## src/rtl/vga_pixel_fetch_if.sv

```systemverilog
// rtl/vga_pixel_fetch_if.sv - memory-side and display-side signals of the VGA pixel fetcher
//
// Purpose: groups the memory_interface VGA port (vga_flag / done_vga / vga_pixel)
// and the display pixel port (pix_req / pixel_out / pixel_valid).
// master: the pixel fetcher (drives vga_flag, pixel_out, pixel_valid).
// slave : the environment (memory_interface + VGA timing generator).
interface vga_pixel_fetch_if #(
    parameter int MEM_W = 36,
    parameter int PIX_W = 12
);
    logic             vga_flag;
    logic             done_vga;
    logic [MEM_W-1:0] vga_pixel;
    logic             pix_req;
    logic [PIX_W-1:0] pixel_out;
    logic             pixel_valid;

    modport master (
        output vga_flag, pixel_out, pixel_valid,
        input  done_vga, vga_pixel, pix_req
    );

    modport slave (
        input  vga_flag, pixel_out, pixel_valid,
        output done_vga, vga_pixel, pix_req
    );
endinterface

```

## src/rtl/vga_pixel_fetch.sv

```systemverilog
// rtl/vga_pixel_fetch.sv - VGA word requester with word FIFO and pixel unpacker
//
// Purpose: requests sequential pixel words from memory_interface, buffers them in a
// DEPTH-word FIFO and hands out one PIX_W pixel per pix_req, lane 0 first.
// Ports:
//   clock, reset      - system clock, synchronous active-high reset
//   frame_start_i     - pulse at start of vertical blanking
//   bus (master)      - vga_flag/done_vga/vga_pixel, pix_req/pixel_out/pixel_valid
//   underflow_o       - sticky: pix_req with FIFO empty
//   overflow_o        - sticky: word arrived with FIFO full (and no pop)
//   frame_abort_o     - sticky: frame_start while still fetching
module vga_pixel_fetch #(
    parameter int MEM_W        = 36,
    parameter int PIX_W        = 12,
    parameter int PIX_PER_WORD = 3,
    parameter int DEPTH        = 16,
    parameter int SLACK        = 4,
    parameter int FRAME_WORDS  = 102400
) (
    input  logic              clock,
    input  logic              reset,
    input  logic              frame_start_i,
    vga_pixel_fetch_if.master bus,
    output logic              underflow_o,
    output logic              overflow_o,
    output logic              frame_abort_o
);
    localparam int AW = $clog2(DEPTH);
    localparam int CW = AW + 1;
    localparam int LW = (PIX_PER_WORD > 1) ? $clog2(PIX_PER_WORD) : 1;
    localparam int RW = 17;

    typedef enum logic [1:0] {
        S_IDLE  = 2'd0,
        S_FETCH = 2'd1,
        S_DONE  = 2'd2
    } state_t;

    state_t           state_q, state_d;
    logic [MEM_W-1:0] mem_q [DEPTH];
    logic [AW-1:0]    wr_ptr_q, rd_ptr_q;
    logic [CW-1:0]    count_q, count_d;
    logic [LW-1:0]    lane_q, lane_d;
    logic [RW-1:0]    words_rx_q, words_rx_d;
    logic             vga_flag_q, vga_flag_d;
    logic [PIX_W-1:0] pixel_out_q;
    logic             pixel_valid_q;
    logic             underflow_q, overflow_q, frame_abort_q;

    logic             in_fetch, abort, fifo_empty, fifo_full, last_lane, last_word;
    logic             pix_hit, pop, accept, push, drop;
    logic [MEM_W-1:0] head;
    logic [PIX_W-1:0] lane_pix;

    assign in_fetch   = (state_q == S_FETCH);
    assign abort      = in_fetch && frame_start_i;
    assign fifo_empty = (count_q == '0);
    assign fifo_full  = (count_q == CW'(DEPTH));
    assign last_lane  = (lane_q == LW'(PIX_PER_WORD - 1));
    assign last_word  = (words_rx_q == RW'(FRAME_WORDS - 1));

    assign pix_hit = bus.pix_req && !fifo_empty;
    assign pop     = pix_hit && last_lane;
    // A frame_start in FETCH discards any coincident word.
    assign accept  = bus.done_vga && in_fetch && !frame_start_i;
    // A full FIFO still takes the word when the head is popped in the same cycle.
    assign push    = accept && (!fifo_full || pop);
    assign drop    = accept && fifo_full && !pop;

    assign head = mem_q[rd_ptr_q];

    always_comb begin
        lane_pix = '0;
        for (int i = 0; i < PIX_PER_WORD; i++) begin
            if (lane_q == LW'(i)) begin
                lane_pix = head[i*PIX_W +: PIX_W];
            end
        end
    end

    // State register
    always_ff @(posedge clock) begin
        if (reset) begin
            state_q <= S_IDLE;
        end else begin
            state_q <= state_d;
        end
    end

    // Next-state logic
    always_comb begin
        state_d = state_q;
        case (state_q)
            S_IDLE:  if (frame_start_i) state_d = S_FETCH;
            S_FETCH: if (accept && last_word) state_d = S_DONE;
            S_DONE:  if (frame_start_i) state_d = S_FETCH;
            default: state_d = S_IDLE;
        endcase
    end

    // Output / datapath next values
    always_comb begin
        count_d    = count_q + CW'(push) - CW'(pop);
        lane_d     = lane_q;
        words_rx_d = words_rx_q;
        if (pix_hit) begin
            lane_d = last_lane ? '0 : lane_q + LW'(1);
        end
        if (abort) begin
            count_d = '0;
            lane_d  = '0;
        end
        if (frame_start_i) begin
            words_rx_d = '0;
        end else if (accept && !last_word) begin
            // Dropped words are still counted to stay aligned with the memory address.
            words_rx_d = words_rx_q + RW'(1);
        end
        // Keep SLACK words of room for requests already in flight.
        vga_flag_d = (state_d == S_FETCH) && ((CW'(DEPTH) - count_d) > CW'(SLACK));
    end

    always_ff @(posedge clock) begin
        if (reset) begin
            wr_ptr_q      <= '0;
            rd_ptr_q      <= '0;
            count_q       <= '0;
            lane_q        <= '0;
            words_rx_q    <= '0;
            vga_flag_q    <= 1'b0;
            pixel_out_q   <= '0;
            pixel_valid_q <= 1'b0;
            underflow_q   <= 1'b0;
            overflow_q    <= 1'b0;
            frame_abort_q <= 1'b0;
        end else begin
            count_q       <= count_d;
            lane_q        <= lane_d;
            words_rx_q    <= words_rx_d;
            vga_flag_q    <= vga_flag_d;
            pixel_valid_q <= bus.pix_req;
            if (abort) begin
                wr_ptr_q <= '0;
                rd_ptr_q <= '0;
            end else begin
                if (push) wr_ptr_q <= wr_ptr_q + AW'(1);
                if (pop)  rd_ptr_q <= rd_ptr_q + AW'(1);
            end
            if (bus.pix_req) begin
                pixel_out_q <= fifo_empty ? '0 : lane_pix;
            end
            if (bus.pix_req && fifo_empty) underflow_q <= 1'b1;
            if (drop)                      overflow_q  <= 1'b1;
            if (abort)                     frame_abort_q <= 1'b1;
        end
    end

    // Storage needs no reset: only entries below count are ever read.
    always_ff @(posedge clock) begin
        if (push) begin
            mem_q[wr_ptr_q] <= bus.vga_pixel;
        end
    end

    assign bus.vga_flag    = vga_flag_q;
    assign bus.pixel_out   = pixel_out_q;
    assign bus.pixel_valid = pixel_valid_q;
    assign underflow_o     = underflow_q;
    assign overflow_o      = overflow_q;
    assign frame_abort_o   = frame_abort_q;
endmodule

```

## src/flat_wrapper.sv

```systemverilog
// flat-port wrapper written by rule: the top's interface ports become plain ports
module vga_pixel_fetch_flat 
#(
    parameter int MEM_W        = 36,
    parameter int PIX_W        = 12,
    parameter int PIX_PER_WORD = 3,
    parameter int DEPTH        = 16,
    parameter int SLACK        = 4,
    parameter int FRAME_WORDS  = 102400
)
  (clock, reset, frame_start_i, underflow_o, overflow_o, frame_abort_o, bus_vga_flag, bus_pixel_out, bus_pixel_valid, bus_done_vga, bus_vga_pixel, bus_pix_req);
  vga_pixel_fetch_if #(.MEM_W(MEM_W), .PIX_W(PIX_W)) bus_i ();
  input  logic clock;
  input  logic reset;
  input  logic frame_start_i;
  output logic underflow_o;
  output logic overflow_o;
  output logic frame_abort_o;
  output wire logic [$bits(bus_i.vga_flag)-1:0] bus_vga_flag;
  output wire logic [$bits(bus_i.pixel_out)-1:0] bus_pixel_out;
  output wire logic [$bits(bus_i.pixel_valid)-1:0] bus_pixel_valid;
  input wire logic [$bits(bus_i.done_vga)-1:0] bus_done_vga;
  input wire logic [$bits(bus_i.vga_pixel)-1:0] bus_vga_pixel;
  input wire logic [$bits(bus_i.pix_req)-1:0] bus_pix_req;
  assign bus_vga_flag = bus_i.vga_flag;
  assign bus_pixel_out = bus_i.pixel_out;
  assign bus_pixel_valid = bus_i.pixel_valid;
  assign bus_i.done_vga = bus_done_vga;
  assign bus_i.vga_pixel = bus_vga_pixel;
  assign bus_i.pix_req = bus_pix_req;
  vga_pixel_fetch #(.MEM_W(MEM_W), .PIX_W(PIX_W), .PIX_PER_WORD(PIX_PER_WORD), .DEPTH(DEPTH), .SLACK(SLACK), .FRAME_WORDS(FRAME_WORDS)) u_core (.clock(clock), .reset(reset), .frame_start_i(frame_start_i), .bus(bus_i), .underflow_o(underflow_o), .overflow_o(overflow_o), .frame_abort_o(frame_abort_o));
endmodule
```

## config.mk

```make
export PLATFORM = sky130hd
export DESIGN_NAME = vga_pixel_fetch_flat
export DESIGN_NICKNAME = d
export VERILOG_FILES = /design/src/rtl/vga_pixel_fetch_if.sv /design/src/rtl/vga_pixel_fetch.sv /design/src/flat_wrapper.sv
export SDC_FILE = /design/constraint.sdc
export NUM_CORES = 1
export LEC_CHECK = 0
export BUFFER_PORTS_ARGS = -buffer_cell sky130_fd_sc_hd__buf_2
export CAP_MARGIN = 20
export CORE_MARGIN = 1
export CORE_UTILIZATION = 25
export DETAILED_ROUTE_END_ITERATION = 10
export HOLD_SLACK_MARGIN = 0.05
export PLACE_DENSITY = 0.45
export SETUP_SLACK_MARGIN = 0.2
export SLEW_MARGIN = 20
export SYNTH_ARGS = -nofsm -noshare
export SYNTH_HDL_FRONTEND = slang
export SYNTH_SLANG_ARGS = --single-unit
```

## constraint.sdc

```tcl
create_clock -name clock -period 4.2 [get_ports clock]
set_input_delay 0.21 -clock clock [delete_from_list [all_inputs] [get_ports clock]]
set_output_delay 0.21 -clock clock [all_outputs]
set_load 0.03 [all_outputs]
```

# Word level (Yosys, flattened, before mapping)
# Memory sizes are Yosys's and may differ from the RTL's. A register that Yosys moved wholly into a read port is not among the register bits.
# Index checks and enable logic that the tools add are counted.
dict set report word_totals {
  ramBits 576
  latch_bits 0
  mem_bits_ro 0
  memories 1
  in_bits 41
  reg_bits 51
  output_inout_bits 17
  wordCells 65
}
dict set report classes {
  n_lt_le_gt_ge 1
  addsub 7
  muxes 13
  bitwise_logic 0
  mul 0
  n_reduce_logical 24
  n_eq_ne 7
  n_shift 0
  n_div 0
}
# memory depth word_bits rd rd_ports_with_merged_regs wr line
set mem_list {}
lappend mem_list {u_core.mem_q 16 36 1 1 1 vga_pixel_fetch.sv:40} ;# logic [MEM_W-1:0] mem_q [DEPTH];
# cell count
set ops {}
lappend ops {{two-way mux 12 bit} 4}
lappend ops {{adder 17 x 1 -> 17 bit, second input constant} 1}
lappend ops {{== test 17 bit, second input constant} 1}
lappend ops {{logical AND 1 bit} 12}
lappend ops {{adder 4 x 1 -> 4 bit, second input constant} 2}
lappend ops {{two-way mux 4 bit} 2}
lappend ops {{== test 2 x 1 -> 1 bit, second input constant} 3}
lappend ops {{two-way mux 2 bit} 3}
lappend ops {{OR reduction 2 bit} 3}
lappend ops {{adder 5 x 1 -> 5 bit} 1}
lappend ops {{== test 5 bit, second input constant} 1}
lappend ops {{> comparator 5 x 3 -> 1 bit, second input constant} 1}
lappend ops {{zero test 1 bit} 5}
lappend ops {{zero test 5 bit} 1}
lappend ops {{two-way mux 5 bit} 1}
lappend ops {{subtractor 5 x 1 -> 5 bit} 1}
lappend ops {{subtractor 5 bit, first input constant} 1}
lappend ops {{== test 2 bit, second input constant} 2}
lappend ops {{zero test 2 bit} 2}
lappend ops {{case mux 2 bit (2 select lines)} 1}
lappend ops {{adder 2 x 1 -> 2 bit, second input constant} 1}
lappend ops {{two-way mux 1 bit} 2}
lappend ops {{logical OR 1 bit} 1}

# Logic depth before layout (Yosys ltp)
# Gate-level depths: netlist of run 1.
dict set report logic_depth {
  depth_word 12
  ltp_mapped 13
}

# Least setup slack after synthesis of run 1
# OpenSTA, ideal clock, no wires.
dict set report synth_timing {
  path_kind {register to register}
  from {register u_core.lane_q[0]}
  to {memory u_core.mem_q[0][0] (enable)}
  setup_slack_ns -0.099
  synth_period_minus_slack_ns 4.299
  path_stages_with_launch 8
  setup_ns 0.474
  path_buffers 2
  arrival_ns 3.825
  path_cell_list {dfxtp_1 > buf_2 > nand2b_1 > o211ai_1 > and2_1 > clkbuf_1 > nand2_1 > nor3_1}
}
dict set report synth_between {
  elab_chain_cells 6
}
# element line
set synth_lines {}
lappend synth_lines {{start: declaration} vga_pixel_fetch.sv:43} ;# logic [LW-1:0] lane_q, lane_d;
lappend synth_lines {{start signal: assignment} vga_pixel_fetch.sv:138} ;# lane_q <= lane_d;
lappend synth_lines {{== test 2 bit} vga_pixel_fetch.sv:59} ;# assign last_lane = (lane_q == LW'(PIX_PER_WORD - 1));
lappend synth_lines {{logical AND 1 bit} vga_pixel_fetch.sv:63} ;# assign pop = pix_hit && last_lane;
lappend synth_lines {{logical OR 1 bit} vga_pixel_fetch.sv:67} ;# assign push = accept && (!fifo_full || pop);
lappend synth_lines {{logical AND 1 bit} vga_pixel_fetch.sv:67}
lappend synth_lines {{named net u_core.push} vga_pixel_fetch.sv:51} ;# logic pix_hit, pop, accept, push, drop;
lappend synth_lines {{two-way mux 1 bit} vga_pixel_fetch.sv:160} ;# if (push) begin
lappend synth_lines {{two-way mux 1 bit (not written as such)} vga_pixel_fetch.sv:161} ;# mem_q[wr_ptr_q] <= bus.vga_pixel;
lappend synth_lines {{end: declaration} vga_pixel_fetch.sv:40}
# The timed path passes the listed nets, and every way through them passes these cells.

# Final worst setup path of run 1
dict set report layout_timing {
  from {register u_core.lane_q[0]}
  to {register u_core.vga_flag_q, in the netlist u_core.bus.vga_flag}
}
dict set report layout_between {
  elab_chain_cells 10
}
# element line
set layout_lines {}
lappend layout_lines {{== test 2 bit *} vga_pixel_fetch.sv:59}
lappend layout_lines {{logical AND 1 bit *} vga_pixel_fetch.sv:63}
lappend layout_lines {{named net u_core.pop} vga_pixel_fetch.sv:51}
lappend layout_lines {{logical OR 1 bit} vga_pixel_fetch.sv:67}
lappend layout_lines {{logical AND 1 bit} vga_pixel_fetch.sv:67}
lappend layout_lines {{adder 5 x 1 -> 5 bit} vga_pixel_fetch.sv:103} ;# count_d = count_q + CW'(push) - CW'(pop);
lappend layout_lines {{subtractor 5 x 1 -> 5 bit *} vga_pixel_fetch.sv:103}
lappend layout_lines {{two-way mux 5 bit *} vga_pixel_fetch.sv:109} ;# if (abort) begin
lappend layout_lines {{subtractor 5 bit *} vga_pixel_fetch.sv:120} ;# vga_flag_d = (state_d == S_FETCH) && ((CW'(DEPTH) - count_d) > CW'(SLACK));
lappend layout_lines {{> comparator 5 x 3 -> 1 bit *} vga_pixel_fetch.sv:120}
lappend layout_lines {{logical AND 1 bit *} vga_pixel_fetch.sv:120}
lappend layout_lines {{end signal: assignment} vga_pixel_fetch.sv:140} ;# vga_flag_q <= vga_flag_d;
lappend layout_lines {{end: declaration} vga_pixel_fetch.sv:45} ;# logic vga_flag_q, vga_flag_d;
# The timed path passes the listed nets; every way through them passes the cells marked *.
# A chain may end at the register's enable or synchronous reset.

==> results of run 1 <==
==> synthesized netlist by cell type, types with 12 or more instances <==
cell type | count | share of area (%)
nand2_1 | 48 | 0.74
nor2_1 | 65 | 1.0
mux2i_1 | 31 | 1.3
ha_1 | 12 | 0.61
a21oi_1 | 19 | 0.39
dfxtp_1 | 55 | 4.5
buf_2 | 21 | 0.43
nor3_1 | 17 | 0.35
edfxtp_1 | 576 | 71
mux4_2 | 138 | 13
o221ai_1 | 16 | 0.57
clkbuf_1 | 24 | 0.37
inv_1 | 14 | 0.21
o21ai_0 | 12 | 0.25
xor2_1 | 16 | 0.57
==> sequential cells by signal, indices dropped and copies added (netlist names), named ones only <==
signal,flops
u_core.bus.pixel_out,12
u_core.bus.pixel_valid,1
u_core.bus.vga_flag,1
u_core.count_q,5
u_core.frame_abort_o,1
u_core.lane_q,2
u_core.mem_q,576
u_core.overflow_o,1
u_core.rd_ptr_q,4
u_core.state_q,2
u_core.underflow_o,1
u_core.words_rx_q,17
u_core.wr_ptr_q,4
==> per-stage QoR <==
step | power [W] | worst slack (ps) | utilization, % | hold WS [ps]
6_report | 0.0134 | 775 | 30.3 | 143
3_3_place_gp | 0.00725 | 895 | 27.5 | 438
3_5_place_dp | 0.00725 | 825 | 27.5 | 446
4_1_cts | 0.0135 | 740 | 30.3 | 116
2_1_floorplan | 0.00710 | 865 | - | 309
5_1_grt | 0.0138 | 570 | 30.3 | 159
==> metal layers <==
metal / vias up / part of all wire [%]
li1: 5299 / -
met1: 6411 / 47
met2: 209 / 47
met3: 70 / 4.1
met4: 0 / 1.7
met5: - / 0
==> worst max-delay path by stage <==
stage                                  start                             end  slack [ps]  cells after the start
6_report       u_core.lane_q[0]$_SDFFE_PP0P_  u_core.bus.vga_flag$_SDFF_PP0_         770                     12
3_3_place_gp   u_core.lane_q[0]$_SDFFE_PP0P_  u_core.bus.vga_flag$_SDFF_PP0_         900                     12
4_1_cts        u_core.lane_q[0]$_SDFFE_PP0P_  u_core.bus.vga_flag$_SDFF_PP0_         740                     12
3_5_place_dp   u_core.lane_q[0]$_SDFFE_PP0P_  u_core.bus.vga_flag$_SDFF_PP0_         820                     12
2_1_floorplan  u_core.lane_q[0]$_SDFFE_PP0P_    u_core.mem_q[4][0]$_DFFE_PP_         860                      7
5_1_grt        u_core.lane_q[1]$_SDFFE_PP0P_  u_core.bus.vga_flag$_SDFF_PP0_         570                     11
==> worst min-delay path, stage by stage <==
cell       delay, ps
buf_2            100
nor4b_1          230
a2111oi_0        130
==> cell type report <==
cell class	count	area [sq um]
tap	1276	1600
antenna	3	7.51
clock inverter	42	499
timing repair buffer	135	1160
inverter	14	52.6
clock buffer	85	1850
sequential	631	18400
multi-input combinational	509	5780
fill	9384	67500
==> where the power goes <==
| group | leakage, nW | switching [W] | internal (W) |
|---|---|---|---|
| clock | 1.14 | 0.00254 | 0.00367 |
| combinational | 2.13 | 0.000185 | 0.0000856 |
| sequential | 5.63 | 0.0000110 | 0.00687 |
==> cells by family after synthesis <==
kind of cell	share of synthesized area, %
multiplexers	14.8
AO/OA/AOI/OAI	3.00
AND/OR/NAND/NOR	3.69
buffers and inverters	1.72
XOR/XNOR	0.824
adder cells (fa/ha/maj)	0.696
flip-flops	75.3
==> flow_summary.html, run 1 <==
<table>
<tr><th>Metric</th><th>Value</th></tr>
<tr><th colspan="2">Outcome</th></tr>
<tr><td>Result of the run</td><td>finished with violations</td></tr>
<tr><td>Violated checks</td><td>design-rule violations</td></tr>
<tr><th colspan="2">Drt</th></tr>
<tr><td>1st-iter DRT viols</td><td>802</td></tr>
<tr><td>Vias post-DR</td><td>12000</td></tr>
<tr><td>Per-cell via count in the routed design</td><td>4.45</td></tr>
<tr><td>Pre-Repair DR Iteration Count</td><td>8</td></tr>
<tr><td>Total Routed Length</td><td>59500 um</td></tr>
<tr><td>ANT nets after route</td><td>0</td></tr>
<tr><td>DRC violation count after routing</td><td>20</td></tr>
<tr><td>Routed length per placed instance</td><td>22.1 um</td></tr>
<tr><th colspan="2">Floorplanning</th></tr>
<tr><td>Row Count</td><td>114</td></tr>
<tr><td>Die area</td><td>0.0990 sq mm</td></tr>
<tr><td>Area of the core region</td><td>0.0969 sq mm</td></tr>
<tr><td>Top-Level Pins</td><td>58</td></tr>
<tr><td>Initial cell density of the core</td><td>25.2%</td></tr>
<tr><td>Die span in y</td><td>315 um</td></tr>
<tr><td>Width of the chip</td><td>315 um</td></tr>
<tr><th colspan="2">Layout</th></tr>
<tr><td>Most frequent cells in the layout</td><td>576 x edfxtp_1, 138 x mux4_2, 70 x clkbuf_16</td></tr>
<tr><td>Final Non-Filler Cells</td><td>2695</td></tr>
<tr><td>Final instance area</td><td>0.0294 sq mm</td></tr>
<tr><td>Fraction of layout instances using a drive strength above 1</td><td>26.1%</td></tr>
<tr><td>P&amp;R area growth vs syn</td><td>20.1%</td></tr>
<tr><td>Most frequent standard cell in the layout excluding fill and tap cells</td><td>edfxtp_1</td></tr>
<tr><td>Net total in the final layout</td><td>1415</td></tr>
<tr><th colspan="2">Logic synthesis</th></tr>
<tr><td>Number of distinct library cells after synthesis</td><td>52</td></tr>
<tr><td>Predominant post-synthesis flop cell</td><td>edfxtp_1</td></tr>
<tr><td>Post-synthesis net count</td><td>1274</td></tr>
<tr><td>Average cell area after synthesis</td><td>20.0 sq um</td></tr>
<tr><td>Count of mapped cells out of synthesis</td><td>1220</td></tr>
<tr><td>Post-synthesis register bit count</td><td>631</td></tr>
<tr><td>Synth warnings</td><td>0</td></tr>
<tr><td>Portion of the post-synthesis area used by sequential elements</td><td>75.3%</td></tr>
<tr><td>Number of synthesized flops with an enable pin</td><td>576</td></tr>
<tr><td>FFs w/ async S/R, synth</td><td>0%</td></tr>
<tr><td>Mapped Area</td><td>0.0244 sq mm</td></tr>
<tr><th colspan="2">GRT</th></tr>
<tr><td>Wire length of the first global-routing pass</td><td>88000 um</td></tr>
<tr><td>Pin count of the biggest net entering global routing</td><td>56</td></tr>
<tr><td>Total gr overflow</td><td>0</td></tr>
<tr><td>Initial antenna violation count</td><td>2</td></tr>
<tr><td>Met1 GRT Util</td><td>17.2%</td></tr>
<tr><td>Met3 Use GR</td><td>2.26%</td></tr>
<tr><td>Most used routing layer</td><td>met2</td></tr>
<tr><td>Vias in the first global route</td><td>12800</td></tr>
<tr><td>GRT met2 Usage</td><td>19.2%</td></tr>
<tr><td>Global routing usage summed across all routing layers</td><td>12.2%</td></tr>
<tr><th colspan="2">Setup path</th></tr>
<tr><td>Data arrival time of the worst path</td><td>3890 ps</td></tr>
<tr><td>Endpoint class of the critical path</td><td>register</td></tr>
<tr><td>Buffering stage count on the worst path with inverters included</td><td>2</td></tr>
<tr><td>Internal reg-to-reg setup slack</td><td>770 ps</td></tr>
<tr><td>R2R Path Start</td><td>u_core.lane_q[0]$_SDFFE_PP0P_</td></tr>
<tr><td>Nature of the critical path startpoint</td><td>register</td></tr>
<tr><td>Most prevalent standard cell on the critical path</td><td>ha_1</td></tr>
<tr><td>Required @ worst endpoint</td><td>4660 ps</td></tr>
<tr><td>Largest delay share family, worst path</td><td>simple AND/OR/NAND/NOR gates</td></tr>
<tr><td>Series of cell instances along the critical path</td><td>buf_4, nand2b_1, nor3_1, ha_1, inv_1, ha_1, fa_1, a21oi_1, o21bai_1, xnor2_1, and4b_1, nor3b_1</td></tr>
<tr><td>Startpoint-to-endpoint class of the critical path</td><td>reg2reg</td></tr>
<tr><td>Highest-delay cell along the critical path</td><td>nor3_1</td></tr>
<tr><td>Largest fanout on the critical path</td><td>11</td></tr>
<tr><td>Largest incremental delay on the critical path</td><td>670 ps</td></tr>
<tr><td>Critical R2R Capture</td><td>u_core.bus.vga_flag$_SDFF_PP0_</td></tr>
<tr><td>Worst-case reg-to-reg path depth</td><td>12</td></tr>
<tr><th colspan="2">Clocking</th></tr>
<tr><td>Worst-skew pair later-pin latency</td><td>630 ps</td></tr>
<tr><td>Max Root-Sink Buffers</td><td>3</td></tr>
<tr><td>Clock input transition at the sequential cells of the worst setup and hold paths</td><td>60 ps</td></tr>
<tr><td>CTS tree</td><td>built</td></tr>
<tr><td>Level count of the clock H-tree</td><td>3</td></tr>
<tr><td>CTS Hold Bufs</td><td>41</td></tr>
<tr><td>Root buffer selected by CTS</td><td>clkbuf_16</td></tr>
<tr><td>Post-CTS setup repair buffer count</td><td>0</td></tr>
<tr><td>Number of clock buffers inserted by TritonCTS</td><td>70</td></tr>
<tr><td>Post-CTS resize count</td><td>0</td></tr>
<tr><td>Clock sink count</td><td>631</td></tr>
<tr><th colspan="2">Power</th></tr>
<tr><td>Leakage power summed over all cells</td><td>8.90 nW</td></tr>
<tr><td>VDD IR-drop max</td><td>0.257 mV</td></tr>
<tr><td>Total power per unit cell area</td><td>455 mW/mm^2</td></tr>
<tr><th colspan="2">STA</th></tr>
<tr><td>Tightest slew margin relative to the limit</td><td>32.5%</td></tr>
<tr><td>Setup repair after global routing missed its margin</td><td>false</td></tr>
<tr><td>Highest clock frequency the design can meet</td><td>0.292 GHz</td></tr>
<tr><td>Tightest Pin Transition</td><td>1010 ps</td></tr>
<tr><td>Total of endpoints with negative setup slack in the final report</td><td>0</td></tr>
<tr><td>Time the worst path needs with I/O delays and setup</td><td>3430 ps</td></tr>
<tr><td>Final hold violation count</td><td>0</td></tr>
<tr><td>Setup TNS</td><td>0 ps</td></tr>
<tr><td>Final number of max-transition violations</td><td>0</td></tr>
<tr><td>Final clock skew</td><td>61.8 ps</td></tr>
<tr><td>Final Cycle Share</td><td>81.6%</td></tr>
<tr><th colspan="2">Placed design</th></tr>
<tr><td>Post-placement cell area</td><td>0.0266 sq mm</td></tr>
<tr><td>Dpl cells</td><td>2524</td></tr>
<tr><td>Port-buffer cells</td><td>57</td></tr>
<tr><td>Routability cong.</td><td>0.735</td></tr>
<tr><td>Final HPWL from detailed placement</td><td>34100 um</td></tr>
<tr><th colspan="2">Worst hold path</th></tr>
<tr><td>Hold crit path type</td><td>in2reg</td></tr>
<tr><td>Hold Crit Start</td><td>bus_done_vga</td></tr>
<tr><td>Hold depth</td><td>3</td></tr>
<tr><td>Hold Crit Endpoint</td><td>u_core.state_q[0]$_SDFF_PP0_</td></tr>
<tr><th colspan="2">Run</th></tr>
<tr><td>Number of maximum-capacitance violations</td><td>0</td></tr>
</table>
Note: power is estimated with default switching activity, not from simulation.
==> inputs of run 2 (changes only) <==
Clock period 4.2 ns to 2.8 ns, I/O delays scaled along.
==> flow_summary.html, run 2 (synthesized netlist as in run 1, its figures left out) <==
<table>
<tr><th>Metric</th><th>Value</th></tr>
<tr><th colspan="2">GRT</th></tr>
<tr><td>Global routing usage summed across all routing layers</td><td>12.5% (was 12.2%)</td></tr>
<tr><td>Wire length of the first global-routing pass</td><td>90700 um (was 88000 um)</td></tr>
<tr><td>Vias in the first global route</td><td>13100 (was 12800)</td></tr>
<tr><td>Initial antenna violation count</td><td>1 (was 2)</td></tr>
<tr><td>Pin count of the biggest net entering global routing</td><td>36 (was 56)</td></tr>
<tr><td>Total gr overflow</td><td>0 (unchanged)</td></tr>
<tr><th colspan="2">Setup path</th></tr>
<tr><td>Worst-case reg-to-reg path depth</td><td>13 (was 12)</td></tr>
<tr><td>Largest fanout on the critical path</td><td>3 (was 11)</td></tr>
<tr><td>Data arrival time of the worst path</td><td>3110 ps (was 3890 ps)</td></tr>
<tr><td>Nature of the critical path startpoint</td><td>register (unchanged)</td></tr>
<tr><td>Startpoint-to-endpoint class of the critical path</td><td>reg2reg (unchanged)</td></tr>
<tr><td>Internal reg-to-reg setup slack</td><td>150 ps (was 770 ps)</td></tr>
<tr><td>Critical path origin</td><td>u_core.count_q[3]$_SDFF_PP0_ (was u_core.lane_q[0]$_SDFFE_PP0P_)</td></tr>
<tr><td>Endpoint class of the critical path</td><td>register (unchanged)</td></tr>
<tr><td>Critical R2R Capture</td><td>u_core.bus.vga_flag$_SDFF_PP0_ (unchanged)</td></tr>
<tr><td>R2R Path Start</td><td>u_core.count_q[3]$_SDFF_PP0_ (was u_core.lane_q[0]$_SDFFE_PP0P_)</td></tr>
<tr><td>Required @ worst endpoint</td><td>3260 ps (was 4660 ps)</td></tr>
<tr><th colspan="2">STA</th></tr>
<tr><td>Highest clock frequency the design can meet</td><td>0.377 GHz (was 0.292 GHz)</td></tr>
<tr><td>Final clock skew</td><td>56.1 ps (was 61.8 ps)</td></tr>
<tr><td>Hold Worst Slack</td><td>413 ps (was 143 ps)</td></tr>
<tr><td>Final number of max-transition violations</td><td>0 (unchanged)</td></tr>
<tr><td>Final hold violation count</td><td>0 (unchanged)</td></tr>
<tr><td>Setup repair after global routing missed its margin</td><td>true (was false)</td></tr>
<tr><td>Setup TNS</td><td>0 ps (unchanged)</td></tr>
<tr><td>Total of endpoints with negative setup slack in the final report</td><td>0 (unchanged)</td></tr>
<tr><td>Time the worst path needs with I/O delays and setup</td><td>2650 ps (was 3430 ps)</td></tr>
<tr><td>Tightest slew margin relative to the limit</td><td>40.3% (was 32.5%)</td></tr>
<tr><td>Tightest Pin Transition</td><td>895 ps (was 1010 ps)</td></tr>
<tr><td>Final Cycle Share</td><td>94.7% (was 81.6%)</td></tr>
<tr><th colspan="2">Power</th></tr>
<tr><td>Share of total power in the clock network</td><td>46.1% (was 46.5%)</td></tr>
<tr><td>Leakage power summed over all cells</td><td>9.12 nW (was 8.90 nW)</td></tr>
<tr><td>VDD IR-drop max</td><td>0.427 mV (was 0.257 mV)</td></tr>
<tr><td>Total power per unit cell area</td><td>667 mW/mm^2 (was 455 mW/mm^2)</td></tr>
<tr><td>Internal power contribution</td><td>0.0158 W (was 0.0106 W)</td></tr>
<tr><td>Combinational Power Share</td><td>2.2% (was 2.0%)</td></tr>
<tr><td>Switching share of power</td><td>20.7% (was 20.5%)</td></tr>
<tr><td>Register share of total power</td><td>51.8% (was 51.5%)</td></tr>
<tr><td>Switching component of the power</td><td>0.00412 W (was 0.00274 W)</td></tr>
<tr><th colspan="2">Clocking</th></tr>
<tr><td>CTS tree</td><td>built (unchanged)</td></tr>
<tr><td>Max Root-Sink Buffers</td><td>3 (unchanged)</td></tr>
<tr><td>Number of clock buffers inserted by TritonCTS</td><td>72 (was 70)</td></tr>
<tr><td>Worst-skew pair later-pin latency</td><td>630 ps (about the same)</td></tr>
<tr><td>Clock sink count</td><td>631 (unchanged)</td></tr>
<tr><td>Root buffer selected by CTS</td><td>clkbuf_16 (unchanged)</td></tr>
<tr><td>Level count of the clock H-tree</td><td>3 (unchanged)</td></tr>
<tr><td>Clock input transition at the sequential cells of the worst setup and hold paths</td><td>50 ps (was 60 ps)</td></tr>
<tr><th colspan="2">Floorplanning</th></tr>
<tr><td>Top-Level Pins</td><td>58 (unchanged)</td></tr>
<tr><td>Width of the chip</td><td>315 um (unchanged)</td></tr>
<tr><td>Die area</td><td>0.0990 sq mm (unchanged)</td></tr>
<tr><td>Initial cell density of the core</td><td>25.2% (unchanged)</td></tr>
<tr><td>Die span in y</td><td>315 um (unchanged)</td></tr>
<tr><td>Row Count</td><td>114 (unchanged)</td></tr>
<tr><td>Area of the core region</td><td>0.0969 sq mm (unchanged)</td></tr>
<tr><th colspan="2">Layout</th></tr>
<tr><td>Final Non-Filler Cells</td><td>2735 (was 2695)</td></tr>
<tr><td>P&amp;R area growth vs syn</td><td>22.2% (was 20.1%)</td></tr>
<tr><td>Reg with most FFs</td><td>u_core.mem_q (unchanged)</td></tr>
<tr><td>Area taken by multi-input logic gates</td><td>0.00589 sq mm (was 0.00578 sq mm)</td></tr>
<tr><td>Fraction of layout instances using a drive strength above 1</td><td>28.5% (was 26.1%)</td></tr>
<tr><td>Sequential cell area in the final layout</td><td>0.0184 sq mm (about the same)</td></tr>
<tr><td>Most frequent standard cell in the layout excluding fill and tap cells</td><td>edfxtp_1 (unchanged)</td></tr>
<tr><td>Fill cell count</td><td>9344 (was 9384)</td></tr>
<tr><td>Flip-flop count of the largest register after layout</td><td>576 (unchanged)</td></tr>
<tr><td>Most frequent cells in the layout</td><td>576 x edfxtp_1, 138 x mux4_2, 74 x clkbuf_16 (was 576 x edfxtp_1, 138 x mux4_2, 70 x clkbuf_16)</td></tr>
<tr><td>Net total in the final layout</td><td>1453 (was 1415)</td></tr>
<tr><th colspan="2">Drt</th></tr>
<tr><td>Per-cell via count in the routed design</td><td>4.46 (was 4.45)</td></tr>
<tr><td>1st-iter DRT viols</td><td>844 (was 802)</td></tr>
<tr><td>Pre-Repair DR Iteration Count</td><td>8 (unchanged)</td></tr>
<tr><td>ANT nets after route</td><td>0 (unchanged)</td></tr>
<tr><td>Routed length per placed instance</td><td>22.5 um (was 22.1 um)</td></tr>
<tr><td>Vias post-DR</td><td>12200 (was 12000)</td></tr>
<tr><td>Total Routed Length</td><td>61400 um (was 59500 um)</td></tr>
<tr><td>DRC violation count after routing</td><td>12 (was 20)</td></tr>
<tr><th colspan="2">Worst hold path</th></tr>
<tr><td>Hold Crit Endpoint</td><td>u_core.bus.pixel_valid$_SDFF_PP0_ (was u_core.state_q[0]$_SDFF_PP0_)</td></tr>
<tr><td>Hold crit path type</td><td>in2reg (unchanged)</td></tr>
<tr><td>Hold depth</td><td>3 (unchanged)</td></tr>
<tr><td>Hold Crit Start</td><td>reset (was bus_done_vga)</td></tr>
<tr><th colspan="2">Placed design</th></tr>
<tr><td>Final HPWL from detailed placement</td><td>35800 um (was 34100 um)</td></tr>
<tr><td>Routability cong.</td><td>0.725 (was 0.735)</td></tr>
<tr><td>Dpl cells</td><td>2556 (was 2524)</td></tr>
<tr><td>Port-buffer cells</td><td>57 (unchanged)</td></tr>
<tr><th colspan="2">Outcome</th></tr>
<tr><td>Violated checks</td><td>design-rule violations (unchanged)</td></tr>
<tr><td>Result of the run</td><td>finished with violations (unchanged)</td></tr>
<tr><th colspan="2">Run</th></tr>
<tr><td>Number of maximum-capacitance violations</td><td>0 (unchanged)</td></tr>
</table>
==> run 2: per-stage QoR <==
step                instance area, sq um  utilization [%]  setup WS, ps  total power [W]
floorplan                          24600                -          -257           0.0107
global placement                   27000             27.9           129           0.0109
detailed placement                 27000             27.9          40.7           0.0109
CTS                                29800             30.8           206           0.0202
global route                       29900             30.8          44.1           0.0206
finish                             29900             30.8           149           0.0199
==> run 2: critical path: stages (launching register included) <==
cell and delay [ps]:
dfxtp_2 320, inv_2 70, ha_4 130, nor4b_4 230
nor3_2 100, ha_1 300, inv_2 40, ha_4 150
fa_2 380, a21oi_2 140, o21bai_1 90, xnor2_1 270
and4b_1 260, nor3b_2 50
==> run 2: timing repair <==
| action | 4_1_cts | 5_1_grt |
|---|---|---|
| setup buffers | 1 | 3 |
| hold endpoints to repair | 588 | 0 |
| gates resized for setup | 3 | 10 |
| pin swaps | 4 | 8 |
| setup endpoints to repair | 2 | 18 |
| hold buffers | 41 | 0 |
==> run 2: how the worst max path moves through the flow <==
stage / end / slack, ps / cells after the start
6_report: u_core.bus.vga_flag$_SDFF_PP0_ / 150 / 13
5_1_grt: u_core.bus.vga_flag$_SDFF_PP0_ / 40 / 13
4_1_cts: u_core.bus.vga_flag$_SDFF_PP0_ / 210 / 13
3_5_place_dp: u_core.bus.vga_flag$_SDFF_PP0_ / 40 / 13
3_3_place_gp: u_core.bus.vga_flag$_SDFF_PP0_ / 130 / 13
2_1_floorplan: u_core.mem_q[7][0]$_DFFE_PP_ / -260 / 5
==> run 2: power groups by stage <==
stage	Sequential (W)	Clock [W]	Combinational, W
detailed placement	0.0105	0	0.000376
floorplan	0.0105	0	0.000127
CTS	0.0103	0.00947	0.000434
finish	0.0103	0.00918	0.000429
global route	0.0103	0.00981	0.000469
global placement	0.0105	0	0.000362
==> run 2: area by class of cell <==
class                      instances  area share [%]
sequential                       631            61.7
multi-input combinational        509            19.7
clock buffer                      96            6.58
tap                             1276            5.35
timing repair buffer             171            5.31
clock inverter                    35            1.20
inverter                          14           0.176
antenna                            3          0.0251
==> run 2: routing by layer <==
layer | share of wire [%] | GRT usage (%) | vias up
met2 | 48 | 20.3 | 238
met4 | 2.1 | 3.53 | 0
met3 | 4.0 | 2.28 | 93
met1 | 46 | 17.1 | 6517
li1 | - | - | 5363
met5 | 0 | 0 | -
==> inputs of run 3 (changes only) <==
Settings changed: ABC_AREA set to 1, TNS_END_PERCENT set to 1.
==> flow_summary.html, run 3 <==
<table>
<tr><th>Metric</th><th>Value</th></tr>
<tr><th colspan="2">Setup path</th></tr>
<tr><td>Largest incremental delay on the critical path</td><td>390 ps (was 380 ps)</td></tr>
<tr><td>Most prevalent standard cell on the critical path</td><td>ha_4</td></tr>
<tr><td>Series of cell instances along the critical path</td><td>inv_2, ha_4, nand2_4, nor2_4, nand2_2, nand2_4, nor2_4, ha_4, inv_2, ha_4, fa_2, nand2_2, a21oi_2, nor2_1, xor2_1, nand2_1, o21ai_1, nor2_1 (was inv_2, ha_4, nor4b_4, nor3_2, ha_1, inv_2, ha_4, fa_2, a21oi_2, o21bai_1, xnor2_1, and4b_1, nor3b_2)</td></tr>
<tr><td>Largest fanout on the critical path</td><td>3 (unchanged)</td></tr>
<tr><td>Data arrival time of the worst path</td><td>3090 ps (was 3110 ps)</td></tr>
<tr><td>Highest-delay cell along the critical path</td><td>fa_2 (unchanged)</td></tr>
<tr><td>Startpoint-to-endpoint class of the critical path</td><td>reg2reg (unchanged)</td></tr>
<tr><td>Endpoint class of the critical path</td><td>register (unchanged)</td></tr>
<tr><td>Nature of the critical path startpoint</td><td>register (unchanged)</td></tr>
<tr><td>Required @ worst endpoint</td><td>3300 ps (was 3260 ps)</td></tr>
<tr><th colspan="2">STA</th></tr>
<tr><td>Setup repair after global routing missed its margin</td><td>true (unchanged)</td></tr>
<tr><td>Highest clock frequency the design can meet</td><td>0.386 GHz (was 0.377 GHz)</td></tr>
<tr><td>Final Cycle Share</td><td>92.5% (was 94.7%)</td></tr>
<tr><td>Final hold violation count</td><td>0 (unchanged)</td></tr>
<tr><td>Final number of max-transition violations</td><td>0 (unchanged)</td></tr>
<tr><td>Final Worst Setup Slack</td><td>210 ps (was 149 ps)</td></tr>
<tr><td>Setup TNS</td><td>0 ps (unchanged)</td></tr>
<tr><td>Time the worst path needs with I/O delays and setup</td><td>2590 ps (was 2650 ps)</td></tr>
<tr><td>Tightest slew margin relative to the limit</td><td>49.8% (was 40.3%)</td></tr>
<tr><td>Final clock skew</td><td>22.5 ps (was 56.1 ps)</td></tr>
<tr><td>Total of endpoints with negative setup slack in the final report</td><td>0 (unchanged)</td></tr>
<tr><td>Tightest Pin Transition</td><td>751 ps (was 895 ps)</td></tr>
<tr><th colspan="2">Power</th></tr>
<tr><td>Switching share of power</td><td>23.3% (was 20.7%)</td></tr>
<tr><td>VDD IR-drop max</td><td>0.377 mV (was 0.427 mV)</td></tr>
<tr><td>Switching component of the power</td><td>0.00484 W (was 0.00412 W)</td></tr>
<tr><td>Total power per unit cell area</td><td>665 mW/mm^2 (was 667 mW/mm^2)</td></tr>
<tr><td>Overall power</td><td>0.0208 W (was 0.0199 W)</td></tr>
<tr><td>Leakage power summed over all cells</td><td>11.3 nW (was 9.12 nW)</td></tr>
<tr><td>Internal power contribution</td><td>0.0160 W (was 0.0158 W)</td></tr>
<tr><td>Share of total power in the clock network</td><td>43.0% (was 46.1%)</td></tr>
<tr><td>Register share of total power</td><td>50.1% (was 51.8%)</td></tr>
<tr><td>Combinational Power Share</td><td>6.9% (was 2.2%)</td></tr>
<tr><th colspan="2">Logic synthesis</th></tr>
<tr><td>Most instantiated cells after synthesis</td><td>754 x nand2_1, 576 x edfxtp_1, 489 x nand3_1, 144 x inv_1, 67 x buf_2 (was 576 x edfxtp_1, 138 x mux4_2, 65 x nor2_1, 55 x dfxtp_1, 48 x nand2_1)</td></tr>
<tr><td>Count of mapped cells out of synthesis</td><td>2339 (was 1220)</td></tr>
<tr><td>Number of synthesized flops with an enable pin</td><td>576 (unchanged)</td></tr>
<tr><td>Number of distinct library cells after synthesis</td><td>41 (was 52)</td></tr>
<tr><td>Predominant post-synthesis flop cell</td><td>edfxtp_1 (unchanged)</td></tr>
<tr><td>FFs w/ async S/R, synth</td><td>0% (unchanged)</td></tr>
<tr><td>Synth warnings</td><td>0 (unchanged)</td></tr>
<tr><td>Portion of the post-synthesis area used by sequential elements</td><td>70.8% (was 75.3%)</td></tr>
<tr><td>Mapped Area</td><td>0.0260 sq mm (was 0.0244 sq mm)</td></tr>
<tr><td>Largest area contributor in the synthesized netlist</td><td>edfxtp_1 (unchanged)</td></tr>
<tr><td>Most instantiated library cell after synthesis</td><td>nand2_1 (was edfxtp_1)</td></tr>
<tr><td>Post-synthesis register bit count</td><td>631 (unchanged)</td></tr>
<tr><td>Top cells by area in the synthesized netlist</td><td>edfxtp_1 67%, nand2_1 11%, nand3_1 9.4% (was edfxtp_1 71%, mux4_2 13%, dfxtp_1 4.5%)</td></tr>
<tr><td>Share of Yosys cell area claimed by the top area cell type</td><td>66.6% (was 70.7%)</td></tr>
<tr><td>Post-synthesis net count</td><td>2393 (was 1274)</td></tr>
<tr><td>Average cell area after synthesis</td><td>11.1 sq um (was 20.0 sq um)</td></tr>
<tr><th colspan="2">Clocking</th></tr>
<tr><td>CTS tree</td><td>built (unchanged)</td></tr>
<tr><td>Root buffer selected by CTS</td><td>clkbuf_16 (unchanged)</td></tr>
<tr><td>Number of clock buffers inserted by TritonCTS</td><td>71 (was 72)</td></tr>
<tr><td>Level count of the clock H-tree</td><td>3 (unchanged)</td></tr>
<tr><td>Clock sink count</td><td>631 (unchanged)</td></tr>
<tr><td>Clock input transition at the sequential cells of the worst setup and hold paths</td><td>60 ps (was 50 ps)</td></tr>
<tr><td>Max Root-Sink Buffers</td><td>3 (unchanged)</td></tr>
<tr><td>Worst-skew pair later-pin latency</td><td>620 ps (was 630 ps)</td></tr>
<tr><th colspan="2">Placed design</th></tr>
<tr><td>Final HPWL from detailed placement</td><td>45100 um (was 35800 um)</td></tr>
<tr><td>Routability cong.</td><td>0.805 (was 0.725)</td></tr>
<tr><td>Worst setup timing slack at the placement stage</td><td>44.5 ps (was 40.7 ps)</td></tr>
<tr><td>Post-placement cell area</td><td>0.0285 sq mm (was 0.0270 sq mm)</td></tr>
<tr><td>Port-buffer cells</td><td>57 (unchanged)</td></tr>
<tr><th colspan="2">Drt</th></tr>
<tr><td>ANT nets after route</td><td>0 (unchanged)</td></tr>
<tr><td>DRC violation count after routing</td><td>0 (was 12)</td></tr>
<tr><td>Per-cell via count in the routed design</td><td>4.46 (about the same)</td></tr>
<tr><td>Vias post-DR</td><td>17400 (was 12200)</td></tr>
<tr><td>Pre-Repair DR Iteration Count</td><td>4 (was 8)</td></tr>
<tr><td>Total Routed Length</td><td>73700 um (was 61400 um)</td></tr>
<tr><td>Routed length per placed instance</td><td>18.9 um (was 22.5 um)</td></tr>
<tr><td>1st-iter DRT viols</td><td>1473 (was 844)</td></tr>
<tr><th colspan="2">Layout</th></tr>
<tr><td>P&amp;R area growth vs syn</td><td>20.4% (was 22.2%)</td></tr>
<tr><td>Fraction of layout instances using a drive strength above 1</td><td>11.6% (was 28.5%)</td></tr>
<tr><td>Final instance area</td><td>0.0313 sq mm (was 0.0299 sq mm)</td></tr>
<tr><td>Fill cell count</td><td>10400 (was 9344)</td></tr>
<tr><td>Most frequent standard cell in the layout excluding fill and tap cells</td><td>nand2_1 (was edfxtp_1)</td></tr>
<tr><td>Core Util, Final</td><td>30.6% (was 30.8%)</td></tr>
<tr><td>Reg with most FFs</td><td>u_core.mem_q (unchanged)</td></tr>
<tr><td>Net total in the final layout</td><td>2525 (was 1453)</td></tr>
<tr><td>Most frequent cells in the layout</td><td>751 x nand2_1, 576 x edfxtp_1, 489 x nand3_1 (was 576 x edfxtp_1, 138 x mux4_2, 74 x clkbuf_16)</td></tr>
<tr><td>Diodes inserted</td><td>0 (was 3)</td></tr>
<tr><td>Flip-flop count of the largest register after layout</td><td>576 (unchanged)</td></tr>
<tr><th colspan="2">GRT</th></tr>
<tr><td>Wire length of the first global-routing pass</td><td>111000 um (was 90700 um)</td></tr>
<tr><td>Global routing usage summed across all routing layers</td><td>13.9% (was 12.5%)</td></tr>
<tr><td>Total gr overflow</td><td>0 (unchanged)</td></tr>
<tr><td>Pin count of the biggest net entering global routing</td><td>123 (was 36)</td></tr>
<tr><td>Initial antenna violation count</td><td>3 (was 1)</td></tr>
<tr><td>Vias in the first global route</td><td>17100 (was 13100)</td></tr>
<tr><th colspan="2">Floorplanning</th></tr>
<tr><td>Width of the chip</td><td>324 um (was 315 um)</td></tr>
<tr><td>Row Count</td><td>117 (was 114)</td></tr>
<tr><td>Area of the core region</td><td>0.102 sq mm (was 0.0969 sq mm)</td></tr>
<tr><td>Initial cell density of the core</td><td>25.4% (was 25.2%)</td></tr>
<tr><td>Top-Level Pins</td><td>58 (unchanged)</td></tr>
<tr><td>Die area</td><td>0.105 sq mm (was 0.0990 sq mm)</td></tr>
<tr><td>Die span in y</td><td>324 um (was 315 um)</td></tr>
<tr><th colspan="2">Run</th></tr>
<tr><td>Number of maximum-capacitance violations</td><td>0 (unchanged)</td></tr>
<tr><th colspan="2">Outcome</th></tr>
<tr><td>Result of the run</td><td>complete, no violations (was finished with violations)</td></tr>
<tr><th colspan="2">Worst hold path</th></tr>
<tr><td>Hold crit path type</td><td>in2reg (unchanged)</td></tr>
</table>
-- run 3: what timing repair did --
item,CTS,global route
resized for setup,5,17
hold endpoints to repair,606,0
endpoints found under the setup margin,45,292
setup buffers,3,5
pin swaps,3,10
hold buffers,44,0
-- run 3: path summary, 6_finish.rpt --
kind / slack [ps] / from / end / cells after the start
setup / recovery: 210 / u_core.count_q[3]$_SDFF_PP0_ / u_core.bus.vga_flag$_SDFF_PP0_ / 18
hold / removal: 140 / bus_done_vga / u_core.overflow_o$_SDFFE_PP0P_ / 5
setup reg to reg: 210 / u_core.count_q[3]$_SDFF_PP0_ / u_core.bus.vga_flag$_SDFF_PP0_ / 18
hold reg to reg: 470 / u_core.bus.pixel_out[5]$_SDFFE_PP0P_ / u_core.bus.pixel_out[5]$_SDFFE_PP0P_ / 2
-- run 3: logic make-up (layout without fill, tap and decap cells) --
kind of cell	count (synthesis)	count (layout)	synth area share, %
buf+inv	281	467	4.61
compound gates	80	80	1.73
simple gates	1324	1324	21.9
flops	631	631	70.8
fa+ha+maj	13	13	0.655
xor+xnor	10	10	0.337
-- run 3: cell type report --
| class | instances | area, sq um | share of cell area (%) |
|---|---|---|---|
| clock inverters | 26 | 228 | 0.728 |
| inverters | 154 | 588 | 1.88 |
| well taps | 1368 | 1710 | 5.47 |
| clock buffers | 101 | 1980 | 6.33 |
| multi-input cells | 1427 | 6580 | 21.0 |
| repair buffers | 186 | 1790 | 5.73 |
| flip-flops and latches | 631 | 18400 | 58.8 |
-- run 3: power groups by stage --
| stage | logic (W) | clock network (W) | registers, W |
|---|---|---|---|
| 2_1_floorplan | 0.000627 | 0 | 0.0107 |
| 3_3_place_gp | 0.00129 | 0 | 0.0106 |
| 3_5_place_dp | 0.00130 | 0 | 0.0106 |
| 4_1_cts | 0.00139 | 0.00917 | 0.0104 |
| 5_1_grt | 0.00158 | 0.00952 | 0.0104 |
| 6_report | 0.00144 | 0.00894 | 0.0104 |
-- run 3: per-layer routing --
layer	track usage (%)	vias to the layer above	share of wire [%]
met5	0	-	0.052
met4	3.17	6	1.8
met3	2.96	101	5.6
met2	22.1	405	46
met1	19.3	8529	46
li1	-	8317	-
-- run 3: metrics by stage --
stage	hold slack, ps	std cells
floorplan	239	2339
global placement	463	3714
detailed placement	465	3714
CTS	134	3888
global route	182	3893
finish	140	3893
-- run 3: worst max-delay path, delay by kind of cell, from the launching register on --
kind | cells | cell delay [ps]
flip-flops | 1 | 320
adder cells (fa/ha/maj) | 4 | 940
AO/OA/AOI/OAI | 2 | 210
buffers and inverters | 2 | 110
XOR/XNOR | 1 | 160
AND/OR/NAND/NOR | 9 | 740
